`src/rtl/iter_div_unit_pkg.sv`:
```
// Shared types and sizing helpers for the iterative divide unit.
package iter_div_unit_pkg;

    typedef enum logic [1:0] {
        OP_DIV  = 2'd0,
        OP_MOD  = 2'd1,
        OP_DIVU = 2'd2,
        OP_MODU = 2'd3
    } div_op_t;

    typedef enum logic [1:0] {
        ST_IDLE = 2'd0,
        ST_ITER = 2'd1,
        ST_FIX  = 2'd2,
        ST_DONE = 2'd3
    } div_state_t;

    function automatic int div_iters(input int xlen, input int radix_bits);
        return xlen / radix_bits;
    endfunction

    function automatic int div_cnt_w(input int xlen, input int radix_bits);
        return $clog2(xlen / radix_bits);
    endfunction

    function automatic logic op_is_rem(input div_op_t op);
        return (op == OP_MOD) || (op == OP_MODU);
    endfunction

    function automatic logic op_is_signed(input div_op_t op);
        return (op == OP_DIV) || (op == OP_MOD);
    endfunction

endpackage

```
`src/rtl/div_iter_step.sv`:
```
// One restoring division step: subtract divisor from the shifted partial
// remainder if it fits, emitting the quotient bit.
module div_iter_step #(
    parameter int XLEN = 32
) (
    input  logic [XLEN:0]   rem_i,
    input  logic [XLEN-1:0] div_i,
    output logic [XLEN-1:0] rem_o,
    output logic            q_o
);

    logic [XLEN:0] diff;

    // rem_i < 2*div_i always holds, so the borrow out of bit XLEN decides.
    assign diff  = rem_i - {1'b0, div_i};
    assign q_o   = ~diff[XLEN];
    assign rem_o = q_o ? diff[XLEN-1:0] : rem_i[XLEN-1:0];

endmodule

```
`src/rtl/iter_div_unit.sv`:
```
// Iterative signed/unsigned divider with valid/allowin handshakes, flush,
// and single-cycle divide-by-zero / signed-overflow fast paths.
module iter_div_unit
    import iter_div_unit_pkg::*;
#(
    parameter int XLEN       = 32,
    parameter int RADIX_BITS = 1,
    parameter int TAG_W      = 8
) (
    input  logic             clk,
    input  logic             rst,
    input  logic             flush,
    input  logic             in_valid,
    output logic             in_allowin,
    input  logic [TAG_W-1:0] in_tag,
    input  logic [XLEN-1:0]  in_a,
    input  logic [XLEN-1:0]  in_b,
    input  logic [1:0]       in_op,
    output logic             out_valid,
    input  logic             out_allowin,
    output logic [TAG_W-1:0] out_tag,
    output logic [XLEN-1:0]  out_data
);

    localparam int N     = div_iters(XLEN, RADIX_BITS);
    localparam int CNT_W = div_cnt_w(XLEN, RADIX_BITS);
    localparam logic [XLEN-1:0] MIN_NEG = {1'b1, {(XLEN-1){1'b0}}};

    div_state_t        state_q;
    div_op_t           op_q;
    logic [CNT_W-1:0]  cnt_q;
    logic [2*XLEN-1:0] rq_q;
    logic [XLEN-1:0]   b_q;
    logic              qneg_q;
    logic              rneg_q;
    logic              out_valid_q;
    logic [TAG_W-1:0]  out_tag_q;
    logic [XLEN-1:0]   out_data_q;

    div_op_t         in_op_e;
    logic            accept;
    logic            a_neg, b_neg, div0, ovf, fast;
    logic [XLEN-1:0] a_mag, b_mag, fast_res;
    logic [XLEN-1:0] quo, rem, fix_res;

    assign in_allowin = (state_q == ST_IDLE) || ((state_q == ST_DONE) && out_allowin);
    assign accept     = in_valid & in_allowin & ~flush;

    assign in_op_e  = div_op_t'(in_op);
    assign a_neg    = op_is_signed(in_op_e) & in_a[XLEN-1];
    assign b_neg    = op_is_signed(in_op_e) & in_b[XLEN-1];
    assign a_mag    = a_neg ? -in_a : in_a;
    assign b_mag    = b_neg ? -in_b : in_b;
    assign div0     = (in_b == '0);
    assign ovf      = op_is_signed(in_op_e) && (in_a == MIN_NEG) && (in_b == '1);
    assign fast     = div0 | ovf;
    assign fast_res = div0 ? (op_is_rem(in_op_e) ? in_a : '1)
                           : (op_is_rem(in_op_e) ? '0   : in_a);

    // Upper half holds the partial remainder, lower half the dividend being
    // shifted out while quotient bits shift in.
    logic [2*XLEN-1:0] chain [RADIX_BITS+1];
    assign chain[0] = rq_q;

    for (genvar k = 0; k < RADIX_BITS; k++) begin : g_step
        logic [XLEN-1:0] rem_nx;
        logic            qb;
        div_iter_step #(.XLEN(XLEN)) u_step (
            .rem_i (chain[k][2*XLEN-1:XLEN-1]),
            .div_i (b_q),
            .rem_o (rem_nx),
            .q_o   (qb)
        );
        assign chain[k+1] = {rem_nx, chain[k][XLEN-2:0], qb};
    end

    assign quo     = rq_q[XLEN-1:0];
    assign rem     = rq_q[2*XLEN-1:XLEN];
    assign fix_res = op_is_rem(op_q) ? (rneg_q ? -rem : rem)
                                     : (qneg_q ? -quo : quo);

    always_ff @(posedge clk) begin
        if (rst) begin
            state_q     <= ST_IDLE;
            op_q        <= OP_DIV;
            cnt_q       <= '0;
            rq_q        <= '0;
            b_q         <= '0;
            qneg_q      <= 1'b0;
            rneg_q      <= 1'b0;
            out_valid_q <= 1'b0;
            out_tag_q   <= '0;
            out_data_q  <= '0;
        end else if (flush) begin
            state_q     <= ST_IDLE;
            out_valid_q <= 1'b0;
        end else if (accept) begin
            op_q      <= in_op_e;
            out_tag_q <= in_tag;
            b_q       <= b_mag;
            rq_q      <= {{XLEN{1'b0}}, a_mag};
            qneg_q    <= a_neg ^ b_neg;
            rneg_q    <= a_neg;
            cnt_q     <= CNT_W'(N - 1);
            if (fast) begin
                out_data_q  <= fast_res;
                out_valid_q <= 1'b1;
                state_q     <= ST_DONE;
            end else begin
                out_valid_q <= 1'b0;
                state_q     <= ST_ITER;
            end
        end else begin
            case (state_q)
                ST_ITER: begin
                    rq_q  <= chain[RADIX_BITS];
                    cnt_q <= cnt_q - CNT_W'(1);
                    if (cnt_q == '0) state_q <= ST_FIX;
                end
                ST_FIX: begin
                    out_data_q  <= fix_res;
                    out_valid_q <= 1'b1;
                    state_q     <= ST_DONE;
                end
                ST_DONE: begin
                    if (out_allowin) begin
                        out_valid_q <= 1'b0;
                        state_q     <= ST_IDLE;
                    end
                end
                default: ;
            endcase
        end
    end

    assign out_valid = out_valid_q;
    assign out_tag   = out_tag_q;
    assign out_data  = out_data_q;

endmodule

```
`config.mk`:
```
export PLATFORM = sky130hd
export DESIGN_NAME = iter_div_unit
export DESIGN_NICKNAME = d
export VERILOG_FILES = /design/src/rtl/iter_div_unit_pkg.sv /design/src/rtl/div_iter_step.sv /design/src/rtl/iter_div_unit.sv
export SDC_FILE = /design/constraint.sdc
export NUM_CORES = 1
export LEC_CHECK = 0
export ABC_CLOCK_PERIOD_IN_PS = 7500
export CORE_ASPECT_RATIO = 1.5
export CORE_MARGIN = 2
export CORE_UTILIZATION = 35
export CTS_CLUSTER_SIZE = 20
export DETAILED_ROUTE_END_ITERATION = 8
export SLEW_MARGIN = 0
export SYNTH_ARGS = -nofsm -noshare
export SYNTH_HDL_FRONTEND = slang
export SYNTH_HIERARCHICAL = 1
export SYNTH_SLANG_ARGS = --single-unit
```
`constraint.sdc`:
```
create_clock -name clk -period 7.5 [get_ports clk]
set_input_delay 1.875 -clock clk [delete_from_list [all_inputs] [get_ports clk]]
set_output_delay 1.875 -clock clk [all_outputs]
set_load 0.02 [all_outputs]
```
======== After elaboration in Yosys (flattened, before gate mapping) ========
Cells that the tools add are included.
operators by class
  add/sub/neg operators ................... 6
  mux-type cells .......................... 25
  bitwise gates (word level) .............. 8
  reduce and logical (&&, ||, !) cells .... 21
  equal/unequal tests ..................... 12
operators with widths
  cell                                               number
  two-way mux 32 bit                                 12
  two-way mux 64 bit                                 2
  negation 32 bit                                    4
  == test 32 bit (second input constant)             2
  subtractor 33 x 32 -> 33 bit                       1
  logical NOT 32 bit                                 1
  two-way mux 5 bit                                  2
  == test 2 bit (second input constant)              4
  two-way mux 2 bit                                  4
  == test 2 x 1 -> 1 bit (second input constant)     3
  != test 3 bit (second input constant)              2
  case mux 2 bit (3 select lines)                    1
  AND reduction 2 bit                                3
  AND reduction 3 bit                                2
  logical NOT 5 bit                                  1
  subtractor 5 x 1 -> 5 bit (second input constant)  1
  bitwise AND 1 bit                                  4
  logical NOT 2 bit                                  2
  logical OR 1 bit                                   4
  nonzero test 2 bit                                 2
  nonzero test 4 bit                                 1
  logical AND 1 bit                                  3
  two-way mux 1 bit                                  3
  nonzero test 3 bit                                 1
  6 further kinds                                    7
word-level totals
  output and inout bits ................... 42
  bits in registers ....................... 148

======== Logic depth before layout (Yosys ltp) ========
Gate-level depths: netlist of the first run.
  depth in word-level cells ............... 7
  mapped depth ............................ 18

======== Cells and area by module ========
Netlist of the first run, hierarchy kept.
by module, submodules not included
  module         seq. area each (sq um)  area an instance (sq um)  cells an instance  times used
  iter_div_unit  2942.8                  9058.7                    1157               1
  div_iter_step  0.0                     2366.0                    306                1

======== Worst setup path after synthesis of the first run ========
OpenSTA, ideal clock, no wires.
  kind .................................... input to register
  start ................................... in in_b[0]
  end ..................................... reg b_q[25]
  buffers on the path ..................... 1
  setup time .............................. 0.078 ns
  cell stages on the path ................. 8
  arrival time ............................ 4.112 ns
  data required time ...................... 7.422 ns
  setup slack ............................. 3.310 ns
  path through ............................ or4_1 > or4_1 > clkbuf_1 > or4_1 > o31ai_1 > xnor2_1 > nor2_1 > nor3_1
on the way
  word-level cells in the longest chain between the ends .. 2
ends and longest elaborated chain
  element               line                  RTL
  start, declared       iter_div_unit.sv:17   input logic [XLEN-1:0] in_b,
  negation 32 bit       iter_div_unit.sv:53   assign b_mag = b_neg ? -in_b : in_b;
  two-way mux 32 bit    iter_div_unit.sv:53
  end signal, assigned  iter_div_unit.sv:100  b_q <= b_mag;
  end, declared         iter_div_unit.sv:33   logic [XLEN-1:0] b_q;
Every way passes these cells.
A chain may end at the register's enable or synchronous reset.

======== Final worst setup path of the first run ========
  start ................................... in in_b[0]
  end ..................................... reg out_data_q[0] (netlist: out_data[0])
on the way
  word-level cells in the longest chain between the ends .. 5
ends and longest elaborated chain
  element                                  line                  RTL
  == test 32 bit                           iter_div_unit.sv:55   assign ovf = op_is_signed(in_op_e) && (in_a == MIN_NEG) && (in_b == '1);
  logical AND 1 bit                        iter_div_unit.sv:55
  OR 1 bit                                 iter_div_unit.sv:56   assign fast = div0 | ovf;
  != test 2 x 1 -> 1 bit (no source line)  --
  AND reduction 3 bit (no source line)     --
  end signal, assigned                     iter_div_unit.sv:106  out_data_q <= fast_res;
  end signal, assigned                     iter_div_unit.sv:121  out_data_q <= fix_res;
  end, declared                            iter_div_unit.sv:38   logic [XLEN-1:0] out_data_q;
Several ways; a longest one is shown, not always the timed one. The select of a mux whose other input is x is not followed.

==> results of run 1 <==
==> flip-flops by register name, summed over array words and instances, names as in the netlist, 2 cells and up <==
register  count
out_tag       8
cnt_q         5
state_q       2
out_data     32
rq_q         64
b_q          32
==> synth_stat cells, drive strengths merged, types with 10 or more instances <==
| cell | count | area share |
|---|---|---|
| ha | 43 | 0.047 |
| nand3 | 18 | 0.0079 |
| nor4 | 17 | 0.0093 |
| buf | 24 | 0.015 |
| clkbuf | 76 | 0.026 |
| o22ai | 10 | 0.0055 |
| nor2 | 171 | 0.057 |
| inv | 57 | 0.019 |
| o211ai | 12 | 0.0079 |
| a21oi | 113 | 0.050 |
| nand4 | 16 | 0.0088 |
| a211oi | 62 | 0.041 |
| or3 | 18 | 0.0099 |
| xnor2 | 66 | 0.051 |
| a31oi | 13 | 0.0071 |
| dfxtp | 147 | 0.26 |
| xor2 | 80 | 0.061 |
| a22oi | 37 | 0.024 |
| o41ai | 18 | 0.014 |
| a21o | 20 | 0.013 |
| o21ai | 61 | 0.027 |
| nor3 | 41 | 0.019 |
| nand2b | 12 | 0.0066 |
| maj3 | 27 | 0.024 |
| or4 | 24 | 0.017 |
| nand2 | 111 | 0.036 |
| o31ai | 40 | 0.029 |
| mux2 | 23 | 0.029 |
==> layout by cell type (no fill, tap or decap), types with 12 or more instances in the layout <==
cell type / netlist / layout
a211oi_1: 61 / 61
nor2_1: 170 / 168
o31ai_1: 37 / 36
clkbuf_16: 0 / 17
clkdlybuf4s50_1: 0 / 119
or3_1: 18 / 18
maj3_1: 27 / 27
nor3_1: 40 / 40
nand4_1: 16 / 16
a21oi_1: 111 / 110
o21ai_0: 60 / 60
dfxtp_1: 147 / 147
nor4_1: 17 / 17
nand3_1: 18 / 18
nand2_1: 111 / 111
or4_1: 21 / 21
xor2_1: 80 / 80
ha_1: 43 / 43
buf_4: 4 / 16
nand2b_1: 12 / 12
o211ai_1: 12 / 12
o41ai_1: 18 / 18
xnor2_1: 66 / 66
a22oi_1: 37 / 37
mux2_4: 19 / 19
inv_1: 56 / 56
a31oi_1: 13 / 13
a21o_1: 19 / 18
==> per-stage QoR <==
stage	hold WS, ns	worst slack, ns	total power [mW]	util	cells
CTS	0.455	2.35	2.69	0.413	1943
global placement	0.442	2.00	1.81	0.395	1911
floorplan	0.432	3.31	1.58	-	1463
detailed placement	0.446	1.87	1.82	0.395	1911
global route	0.479	1.97	2.81	0.413	1943
finish	0.452	2.35	2.68	0.413	1943
==> worst max-delay path by stage <==
stage,startpoint,end,slack (ns),cells past startpoint
finish,in_b[0],out_data[0]$_SDFFE_PP0P_,2.35,11
global route,in_b[0],out_data[30]$_SDFFE_PP0P_,1.97,11
CTS,in_b[1],out_data[0]$_SDFFE_PP0P_,2.35,11
detailed placement,in_b[1],out_data[0]$_SDFFE_PP0P_,1.87,11
floorplan,in_b[0],b_q[25]$_SDFFE_PP0P_,3.31,8
global placement,in_b[0],out_data[0]$_SDFFE_PP0P_,2.00,11
==> power by group through the flow <==
stage / logic [mW] / registers, mW / clock network [mW]
after floorplan: 0.678 / 0.905 / 0
after global placement: 0.907 / 0.905 / 0
after detailed placement: 0.914 / 0.906 / 0
after CTS: 0.920 / 0.889 / 0.883
after global routing: 1.01 / 0.896 / 0.911
final: 0.924 / 0.889 / 0.866
==> cells by family (layout without fill, tap and decap cells) <==
group	after synthesis	after routing
AOI/OAI and AO/OA	442	442
xor gates and xnor gates	146	146
adders and majority gates	71	71
buffers and inverters	159	224
DFF	147	147
muxes	28	28
and+or+nand+nor	470	470
==> layer usage <==
metal  wire, um  track usage  vias up
li1           -            -     5439
met2      17900        0.365      306
met4       1250       0.0893        0
met1      14800        0.246     5166
met5          0            0        -
met3       1620       0.0298       65
==> critical path: stages <==
cell	delay, ns
clkdlybuf4s50_1	0.49
inv_1	0.09
ha_1	0.17
nor4b_1	0.49
nand4_1	0.52
nor3_4	0.29
buf_4	0.43
o31a_1	0.40
buf_4	0.39
nor2_1	0.07
a311oi_1	0.25
==> area by class of cell <==
| cell class | instances | area [um^2] | share of cell area |
|---|---|---|---|
| Multi-Input combinational cell | 1157 | 7810 | 0.583 |
| Clock inverter | 14 | 153 | 0.0114 |
| Sequential cell | 147 | 2940 | 0.220 |
| Timing Repair Buffer | 135 | 1310 | 0.0979 |
| Clock buffer | 18 | 439 | 0.0328 |
| Inverter | 57 | 221 | 0.0165 |
| Tap cell | 415 | 519 | 0.0388 |
==> impl_metrics.ini, run 1 <==
[routing]
drc = 0
drt-wirelength-per-cell_um = 18.3
dr.pass1.iters = 7
viasPerCell = 5.65
drtAntennaViolNets = 0
vias = 11000
drt_iter0_drc = 678
wirelength_mm = 35.6

[setup_path]
crit_arrival_ns = 5.51
rrSetupSlack_ns = 3.35
rr_worst_depth = 15
required_ns = 7.85
startpoint_type = primary input
critPathMaxFanout = 34
end_kind = flip-flop
r2r_start = rq_q[31]$_SDFFE_PP0P_
critical_path_class = in2reg
r2r-end = rq_q[59]$_SDFFE_PP0P_

[synth]
synth_edf_count = 0
yosysUniqueCellTypes = 87
yosys.area_share.simple = 0.199
yosysSeqAreaShare = 0.258
synthCells = 1463
synth_ff_type = dfxtp_1
synth_xor_area_frac = 0.112
synth_fa_ha_area_frac = 0.0725
ys_ff_latch = 147
ys_warn_count = 6
avgSynthCellArea_um2 = 7.81
syn_nets = 1586
synth_top_family_by_area = compound AO/OA/AOI/OAI gates
synth_compound_area_frac = 0.262
synth.area.mux_share = 0.0344
syn_area_um2 = 11400
async_reset_ff_frac = 0

[finish]
fill_cells = 3346
design_area_um2 = 13400
drive_gt1_frac = 0.0720
syn2layout_area_growth_pct = 17.2
nNetsFinal = 1638
diodes = 0

[power_and_ir_drop]
power_switching_share = 0.354
vdd_drop_max_uv = 118
p_int_mw = 1.73
p_leak_nw = 4.79
clkPwrFrac = 0.323
p_sw_mw = 0.949
pwr_density_cell_nw_per_um2 = 200
combinationalPowerShare = 0.345
pwr-share-seq = 0.332

[die]
core_area_um2 = 32400
die_area_um2 = 34100
die_h_um = 225
rows = 81
pin_count = 121
start_util = 0.352
fp.dieW_um = 152

[run_status]
outcome = finished, final reports clean

[clocking]
cts_tree = done
cts_buffers = 17
post_cts_buffers = 0
cts.sinks = 147
cts.reportedPaths.clkPinSlew_ns = 0.06
htree_num_levels = 4
cts-resized-gates = 0
cts_hold_buf = 0
clock-root-buffer = clkbuf_16
clockBufferDepth = 2
insertion_delay_ns = 0.45

[global_routing]
grt_pass1_vias = 10500
grt_start_max_net_pins = 86
grt_first_pass_wirelength_mm = 55.6
grt_usage = 0.207
overflow = 0
antenna_found_initial = 0

[sta]
worst_slew_pin_slew_ns = 1.24
min_period_ns = 5.15
max_freq_mhz = 194
setup_tns_ns = 0
fin_crit_sh = 0.687
rsz0062_at_grt = false
fin_skew_ns = 0.00930
final-setup-viol-count = 0
slew_viol_final = 0
timing.slew.headroom = 0.172
hold_violations = 0

[worst_hold_path]
min_from = out_tag[1]$_SDFFE_PP0P_
whs_path_depth = 2
hold_end = out_tag[1]$_SDFFE_PP0P_
hold_class = reg2reg

[placed_design]
finalWeightedCongestion = 0.892
io_buffers = 120
placed_area_um2 = 12800
dp_hpwl_mm = 26.7

[flow_run]
maxCapViolCount = 0
Power figures use the tool's default switching activity.
==> run 2: changes to the inputs <==
--- a/config.mk
+++ b/config.mk
@@ -5,7 +5,7 @@
 export SDC_FILE = /design/constraint.sdc
 export NUM_CORES = 1
 export LEC_CHECK = 0
-export ABC_CLOCK_PERIOD_IN_PS = 7500
+export ABC_CLOCK_PERIOD_IN_PS = 4200
 export CORE_ASPECT_RATIO = 1.5
 export CORE_MARGIN = 2
 export CORE_UTILIZATION = 35
==> constraint.sdc (replaced) <==
create_clock -name clk -period 4.2 [get_ports clk]
set_input_delay 1.05 -clock clk [delete_from_list [all_inputs] [get_ports clk]]
set_output_delay 1.05 -clock clk [all_outputs]
set_load 0.02 [all_outputs]
==> impl_metrics.ini, run 2 (synthesis gave the netlist of run 1 again) <==
[clocking]
cts_tree = done
insertion_delay_ns = 0.46
cts.reportedPaths.clkPinSlew_ns = 0.07
cts_buffers = 17
cts_hold_buf = 0
post_cts_buffers = 0
htree_num_levels = 4
clockBufferDepth = 2
cts-resized-gates = 0
clock-root-buffer = clkbuf_16
cts.sinks = 147

[routing]
drt-wirelength-per-cell_um = 18.4
wirelength_mm = 36.5
vias = 11100
drt_iter0_drc = 720
drtAntennaViolNets = 0
viasPerCell = 5.58
dr.pass1.iters = 5
drc = 0

[power_and_ir_drop]
clkPwrFrac = 0.322
p_leak_nw = 5.02
vdd_drop_max_uv = 240
finalPower_mw = 4.85
p_sw_mw = 1.70
p_int_mw = 3.14
pwr_density_cell_nw_per_um2 = 352
combinationalPowerShare = 0.350
pwr-share-seq = 0.327
power_switching_share = 0.351

[setup_path]
startpoint_type = flip-flop
required_ns = 4.52
path_cells = inv_1 > ha_1 > fa_1 > and2b_1 > o2111ai_2 > a21oi_2 > o2111ai_1 > a211oi_2 > nor2_4 > mux2i_4 > and2_4 > inv_8 > mux2_2 > a22oi_1 > nor2_1
worst-path-buf-inv = 2
critPathMaxFanout = 24
rr_worst_depth = 15
max_stage_delay_ns = 0.40
crit_family = compound AO/OA/AOI/OAI gates
end_kind = flip-flop
crit_arrival_ns = 4.08
slowest_stage = fa_1
r2r-end = rq_q[39]$_SDFFE_PP0P_
critical_path_class = reg2reg
r2r_start = rq_q[31]$_SDFFE_PP0P_
rrSetupSlack_ns = 0.44

[sta]
setup_tns_ns = 0
postLayoutSetupSlackWorst_ns = 0.444
slew_viol_final = 0
max_freq_mhz = 266
fin_skew_ns = 0.00911
final-setup-viol-count = 0
hold_violations = 0
min_period_ns = 3.76
rsz0062_at_grt = false
fin_crit_sh = 0.894
timing.slew.headroom = 0.331
worst_slew_pin_slew_ns = 1.00

[finish]
nNetsFinal = 1678
final_common_cell = nor2_1
largest_reg_flops = 64
diodes = 0
largest-register = rq_q
drive_gt1_frac = 0.0944
final_cells = 1983
mostFrequentLayoutCells = nor2_1, dfxtp_1, clkdlybuf4s50_1
syn2layout_area_growth_pct = 20.5
fill_cells = 3317

[run_status]
outcome = finished, final reports clean

[die]
pin_count = 121
die_area_um2 = 34100
die_h_um = 225
core_area_um2 = 32400
rows = 81
fp.dieW_um = 152
start_util = 0.352

[placed_design]
io_buffers = 120
place_ws_ns = 0.0795
finalWeightedCongestion = 0.929
dp_hpwl_mm = 27.8
place_inst = 1951

[worst_hold_path]
hold_end = out_tag[6]$_SDFFE_PP0P_
hold_class = reg2reg
min_from = out_tag[6]$_SDFFE_PP0P_
whs_path_depth = 2

[global_routing]
antenna_found_initial = 0
grt_first_pass_wirelength_mm = 57.2
grt_start_max_net_pins = 76
grt_usage = 0.214
grt_pass1_vias = 10700
overflow = 0

[flow_run]
maxCapViolCount = 0
## run 2: cell types whose count changed in the layout (fill, tap and decap cells not counted), sizes merged
cell      change
clkinvlp      -1
inv           -1
clkbuf        +2
buf          +40
## run 2: worst max-delay path by stage
stage / end / cells after the start / slack (ns) / from
5_1_grt: rq_q[39]$_SDFFE_PP0P_ / 15 / 0.25 / rq_q[31]$_SDFFE_PP0P_
6_report: rq_q[39]$_SDFFE_PP0P_ / 15 / 0.44 / rq_q[31]$_SDFFE_PP0P_
3_3_place_gp: out_data[21]$_SDFFE_PP0P_ / 9 / 0.15 / in_a[27]
2_1_floorplan: rq_q[40]$_SDFFE_PP0P_ / 17 / 0.75 / rq_q[31]$_SDFFE_PP0P_
3_5_place_dp: out_data[25]$_SDFFE_PP0P_ / 9 / 0.08 / in_a[27]
4_1_cts: rq_q[39]$_SDFFE_PP0P_ / 15 / 0.47 / rq_q[31]$_SDFFE_PP0P_
## run 2: final cells by class
class	count	area, um^2	area share
multi-input combinational	1157	7800	0.566
sequential	147	2940	0.214
timing repair buffer	175	1700	0.123
tap	415	519	0.0377
clock buffer	20	457	0.0332
inverter	57	221	0.0161
clock inverter	12	129	0.00936
## run 2: through the flow
| step | utilization | instance area [um^2] | hold WS, ns |
|---|---|---|---|
| floorplan | - | 11400 | 0.432 |
| global placement | 0.406 | 13200 | 0.442 |
| detailed placement | 0.406 | 13200 | 0.450 |
| CTS | 0.424 | 13800 | 0.460 |
| global route | 0.424 | 13800 | 0.475 |
| finish | 0.424 | 13800 | 0.455 |
## run 2: worst min-delay path, cell delays in order (launching register included)
cell and delay, ns:
dfxtp_1 0.31, nand2_1 0.05, a21oi_1 0.05
## run 2: power groups by stage
stage / Combinational (mW) / Clock, mW / Sequential, mW
2_1_floorplan: 1.21 / 0 / 1.62
3_3_place_gp: 1.68 / 0 / 1.61
3_5_place_dp: 1.69 / 0 / 1.62
4_1_cts: 1.70 / 1.58 / 1.59
5_1_grt: 1.85 / 1.64 / 1.60
6_report: 1.70 / 1.56 / 1.59
## run 2: per-layer routing
metal  vias to the layer above  share of wire  GRT usage
li1                       5531              -          -
met1                      5132           0.41      0.249
met2                       323           0.50      0.375
met3                        88          0.049     0.0328
met4                         0          0.044      0.111
met5                         -              0          0
